File: config.mk
export PLATFORM = sky130hd
export DESIGN_NAME = seg_encoder
export DESIGN_NICKNAME = d
export VERILOG_FILES = /design/src/rtl/seg_encoder.sv
export SDC_FILE = /design/constraint.sdc
export NUM_CORES = 1
export LEC_CHECK = 0
export CORE_AREA = 2 2 53 105
export CTS_CLUSTER_DIAMETER = 30
export CTS_CLUSTER_SIZE = 30
export DETAILED_ROUTE_END_ITERATION = 7
export DIE_AREA = 0 0 55 107
export GPL_TIMING_DRIVEN = 0
export PLACE_DENSITY = 0.83
export SLEW_MARGIN = 20
export SYNTH_ARGS = -nofsm -noshare
export SYNTH_HDL_FRONTEND = slang
export SYNTH_SLANG_ARGS = --single-unit
File: constraint.sdc
create_clock -name clk -period 5.35 [get_ports clk]
set_input_delay 0.535 -clock clk [delete_from_list [all_inputs] [get_ports clk]]
set_output_delay 0.535 -clock clk [all_outputs]
set_load 0.05 [all_outputs]
File: src/rtl/seg_encoder.sv
// rtl/seg_encoder.sv - sequential binary-to-seven-segment encoder (double-dabble, three digits)
//
// Converts a signed calculator result (magnitude + sign) into a 24-bit,
// three-digit segment word for the display scanner. One double-dabble bit
// per clock; the output word only changes, all at once, in the MAP state.
//
// Optional feature macro: SEG_LZB_EN (leading-zero blanking). When undefined,
// all three digits are always shown.
//
// Ports:
//   clk       rising-edge clock
//   rst       asynchronous active-low reset
//   in_valid  result available on in_value/in_neg
//   in_ready  high while idle (decoded from state only)
//   in_value  unsigned magnitude, WIDTH bits
//   in_neg    result is negative
//   seg       {digit2, digit1, digit0}, each byte {dp,g,f,e,d,c,b,a}, active-high
//   done      one-cycle pulse when seg/ovf update
//   ovf       level; seg currently shows the "Err" pattern

module seg_encoder #(
    parameter int WIDTH = 10
) (
    input  logic             clk,
    input  logic             rst,
    input  logic             in_valid,
    output logic             in_ready,
    input  logic [WIDTH-1:0] in_value,
    input  logic             in_neg,
    output logic [23:0]      seg,
    output logic             done,
    output logic             ovf
);

    localparam logic [7:0]  SEG_BLANK = 8'h00;
    localparam logic [7:0]  SEG_MINUS = 8'h40;
    localparam logic [23:0] SEG_ERR   = 24'h795050;
    localparam logic [4:0]  LAST_STEP = 5'(WIDTH - 1);

    typedef enum logic [1:0] {
        IDLE,
        SHIFT,
        MAP
    } state_t;

    state_t           state;
    state_t           state_next;
    logic [WIDTH-1:0] bin;
    logic [11:0]      bcd;
    logic [4:0]       cnt;
    logic             neg_q;
    logic             err_q;
    logic [23:0]      seg_word;

    function automatic logic [7:0] digit_code(input logic [3:0] d);
        logic [7:0] c;
        case (d)
            4'd0:    c = 8'h3F;
            4'd1:    c = 8'h06;
            4'd2:    c = 8'h5B;
            4'd3:    c = 8'h4F;
            4'd4:    c = 8'h66;
            4'd5:    c = 8'h6D;
            4'd6:    c = 8'h7D;
            4'd7:    c = 8'h07;
            4'd8:    c = 8'h7F;
            4'd9:    c = 8'h6F;
            default: c = SEG_BLANK;
        endcase
        return c;
    endfunction

    // Add 3 to every BCD nibble that is 5 or more, ahead of the shift.
    function automatic logic [11:0] dabble_adjust(input logic [11:0] b);
        logic [11:0] r;
        r = b;
        for (int i = 0; i < 3; i++) begin
            if (b[4*i +: 4] >= 4'd5) begin
                r[4*i +: 4] = b[4*i +: 4] + 4'd3;
            end
        end
        return r;
    endfunction

    always_ff @(posedge clk or negedge rst) begin
        if (!rst) begin
            state <= IDLE;
        end else begin
            state <= state_next;
        end
    end

    always_comb begin
        state_next = state;
        in_ready   = 1'b0;
        case (state)
            IDLE: begin
                in_ready = 1'b1;
                if (in_valid) begin
                    state_next = SHIFT;
                end
            end
            SHIFT: begin
                if (cnt == LAST_STEP) begin
                    state_next = MAP;
                end
            end
            MAP: begin
                state_next = IDLE;
            end
            default: begin
                state_next = IDLE;
            end
        endcase
    end

    // Segment word built from the finished BCD; only captured in MAP.
    always_comb begin
        logic       is_minus;
        logic [7:0] d2;
        logic [7:0] d1;
        logic [7:0] d0;
        // A zero magnitude never shows a minus sign.
        is_minus = neg_q && (bcd != 12'd0);
        d2 = is_minus ? SEG_MINUS : digit_code(bcd[11:8]);
        d1 = digit_code(bcd[7:4]);
        d0 = digit_code(bcd[3:0]);
`ifdef SEG_LZB_EN
        if (!is_minus && bcd[11:8] == 4'd0) begin
            d2 = SEG_BLANK;
        end
        if (bcd[11:4] == 8'd0) begin
            d1 = SEG_BLANK;
        end
`else
`endif
        seg_word = err_q ? SEG_ERR : {d2, d1, d0};
    end

    always_ff @(posedge clk or negedge rst) begin
        if (!rst) begin
            bin   <= '0;
            bcd   <= '0;
            cnt   <= '0;
            neg_q <= 1'b0;
            err_q <= 1'b0;
            seg   <= '0;
            ovf   <= 1'b0;
            done  <= 1'b0;
        end else begin
            done <= 1'b0;
            case (state)
                IDLE: begin
                    if (in_valid) begin
                        bin   <= in_value;
                        bcd   <= '0;
                        cnt   <= '0;
                        neg_q <= in_neg;
                        // Only three digits (or sign + two) fit on the display.
                        err_q <= (32'(in_value) > 32'd999) ||
                                 (in_neg && (32'(in_value) > 32'd99));
                    end
                end
                SHIFT: begin
                    {bcd, bin} <= {dabble_adjust(bcd), bin} << 1;
                    cnt        <= cnt + 5'd1;
                end
                MAP: begin
                    seg  <= seg_word;
                    ovf  <= err_q;
                    done <= 1'b1;
                end
                default: begin
                end
            endcase
        end
    end

endmodule
==> impl_metrics.json <==
{
  "cp_data_arrival_time_ns": 1.71,
  "worstPathRequired_ns": 4.82,
  "drc": 0,
  "grt_max_degree": 55,
  "ys_seq_area_share_pct": 46.1,
  "cts.path.max_buffers": 2,
  "clock_power_share_pct": 9.7,
  "routed_wire_length_per_instance_um": 14.9,
  "place_ws_ns": 3.03,
  "synthFlopType": "dfrtp_1",
  "grt_overflow": 0,
  "syn_to_final_growth_pct": 18.4,
  "design.die.area_sq_um": 5890,
  "port_buffers": 37,
  "path_depth": 2,
  "hold_viol": 0,
  "stdcell_area_sq_um": 3470,
  "max_freq_ghz": 0.444,
  "setup_tns_ns": 0,
  "grt_usage_pct": 24.6,
  "detail_route.vias_per_cell": 5.75,
  "ir_worst_vdd_mv": 0.415,
  "cts_root_buffer": "clkbuf_8",
  "n_antenna_cell": 0,
  "drv_cap": 0,
  "relSlewSlack_pct": 41.6,
  "crit_fanout": 7,
  "via_count": 2437,
  "clock-sinks": 54,
  "fin_util_pct": 68.2,
  "netlist_instances": 319,
  "grt_antenna_before_repair": 0,
  "first_pass_iters": 4,
  "place_congestion": 0.896,
  "setup_ws_ns": 3.10,
  "drtIter0Drc": 28,
  "cts_resized": 0,
  "synth-seq-cells": 54,
  "power.internal_uw": 1240,
  "grt_pass1_vias": 2525,
  "clk_pin_slew_ns": 0.09,
  "hpwlAfterDp_mm": 4.72,
  "drt_wl_total_mm": 6.30,
  "clock_latency_ns": 0.31,
  "path_buf_inv": 1,
  "setup_viol": 0,
  "max_stage_delay_ns": 0.81,
  "drive_above_1_share_pct": 4.92,
  "worstRegToRegCells": 6,
  "core_area_sq_um": 5090,
  "p_sw_uw": 1180,
  "seqPwrFrac_pct": 32.0,
  "worst_pin_slew_ns": 0.873,
  "avgSynthCellArea_sq_um": 9.20,
  "ys_warn_count": 0,
  "power.density_nw_per_um2": 695,
  "worstHoldPathType": "primary input to async pin",
  "cts_tree": "done",
  "cpLargestDelayFamily": "buffers and inverters",
  "crit_path_cell_trace": "nor2_1 > clkdlybuf4s50_1",
  "cp-start-kind": "flop",
  "cts_hold_buf": 0,
  "synth-edff-count": 0,
  "ant_nets": 0,
  "slowest_stage": "clkdlybuf4s50_1",
  "start_util_pct": 57.6,
  "synth_area_sq_um": 2930,
  "yosys.cell_types.count": 44,
  "rows": 37,
  "grt_pass1_wl_mm": 10.9,
  "fp.dieW_um": 55,
  "path_class": "flop to output pin",
  "fin_nets": 400,
  "post-route-period-util_pct": 42.1,
  "pin_count": 41,
  "htreeDepth": 2,
  "fin_skew_ns": 0.00905,
  "synthArstFlopShare_pct": 100,
  "die_y_um": 107,
  "p_leak_uw": 0.00156,
  "placed_cell_area_sq_um": 3380,
  "end_kind": "output pin",
  "slew_violations": 0,
  "pwr-share-comb_pct": 58.3,
  "post-route-min-period_ns": 2.25,
  "swShare_pct": 48.8,
  "rsz0062_at_grt": "no",
  "status": "finished, final reports clean",
  "postCtsSetupRepairBufs": 0,
  "p_total_uw": 2410,
  "cts_buffers": 5
}
-- state kept, by name, indices dropped and copies added (netlist names) --
name and flops:
bin 10, done 1, err_q 1, cnt 5, seg 21, ovf 1, bcd 12, state 2
neg_q 1
-- layout by cell type, fill, tap and decap left out, types with 2 or more instances in the layout --
| cell | count |
|---|---|
| inv_1 | 14 |
| clkdlybuf4s50_1 | 36 |
| nor3b_1 | 2 |
| buf_4 | 4 |
| mux2i_1 | 3 |
| nand2_1 | 46 |
| o22ai_1 | 10 |
| clkbuf_1 | 16 |
| nand4_1 | 3 |
| clkbuf_8 | 6 |
| nand3_1 | 11 |
| nor2b_1 | 4 |
| a211oi_1 | 2 |
| xnor2_1 | 4 |
| o21ai_0 | 27 |
| a21oi_1 | 19 |
| conb_1 | 3 |
| a22oi_1 | 2 |
| o21a_1 | 3 |
| o311ai_1 | 4 |
| nor2_1 | 29 |
| nor3_1 | 5 |
| a22o_1 | 5 |
| nand2b_1 | 8 |
| ha_1 | 21 |
| o31ai_1 | 5 |
| dfrtp_1 | 54 |
-- per-stage QoR --
step | instances | hold slack, ns
after floorplan | 321 | 0.239
after global placement | 416 | 0.458
after detailed placement | 416 | 0.464
after CTS | 424 | 0.283
after global routing | 424 | 0.313
final | 424 | 0.250
-- routing by layer --
| layer | part of all wire [%] | wire (um) | GRT usage (%) | up-vias |
|---|---|---|---|---|
| met5 | 0 | 0 | 0 | - |
| met3 | 2.6 | 166 | 3.34 | 17 |
| met4 | 2.9 | 180 | 11.7 | 0 |
| met1 | 38 | 2420 | 28.1 | 1156 |
| met2 | 56 | 3530 | 42.7 | 61 |
| li1 | - | - | - | 1203 |
-- synthesized netlist by cell type (all sizes together) (4+ instances only) --
master,count,area (sq um)
inv,14,52.6
clkbuf,15,56.3
a22o,5,43.8
nor2b,4,25.0
o22ai,10,62.6
a21oi,19,95.1
nand3,11,55.1
o21ai,27,135
dfrtp,54,1350
nand2,47,179
o31ai,5,37.5
xnor2,4,35.0
nor2,29,109
o311ai,4,35.0
nand2b,8,50.1
nor3,5,25.0
ha,21,263
-- worst paths after layout --
kind                       startpoint  endpoint  slack [ns]
min in group clk              seg[13]   seg[13]        0.48
max in group asynchronous         rst    bcd[8]        4.64
max                          state[0]  in_ready        3.10
min                               rst    bin[5]        0.25
max reg2reg                    bcd[5]   seg[22]        3.31
min reg2reg                   seg[13]   seg[13]        0.48
-- area by class of cell --
type                            instances  area (sq um)
Fill cell                             423          1620
Clock inverter                          1          5.00
Multi-Input combinational cell        234          1460
Buffer                                 18          78.8
Timing Repair Buffer                   37           368
Inverter                               15          56.3
Tap cell                               58          72.6
Sequential cell                        54          1350
Clock buffer                            7          86.3
-- logic make-up after synthesis --
family | count (synthesis) | share of synthesized area (%)
flip-flops | 54 | 46.1
XOR/XNOR | 5 | 1.49
buffers and inverters | 33 | 4.61
other | 1 | 0.128
multiplexers | 4 | 1.41
AO/OA/AOI/OAI | 86 | 19.1
adder cells (fa/ha/maj) | 21 | 8.96
AND/OR/NAND/NOR | 115 | 18.3
-- power by group through the flow --
stage | Combinational [uW] | Sequential [uW] | Clock, uW
3_5_place_dp | 1400 | 781 | 0
3_3_place_gp | 1360 | 767 | 0
6_report | 1410 | 772 | 234
5_1_grt | 1550 | 799 | 252
4_1_cts | 1410 | 771 | 238
2_1_floorplan | 743 | 1030 | 0
Note: power is estimated with default switching activity, not from simulation.
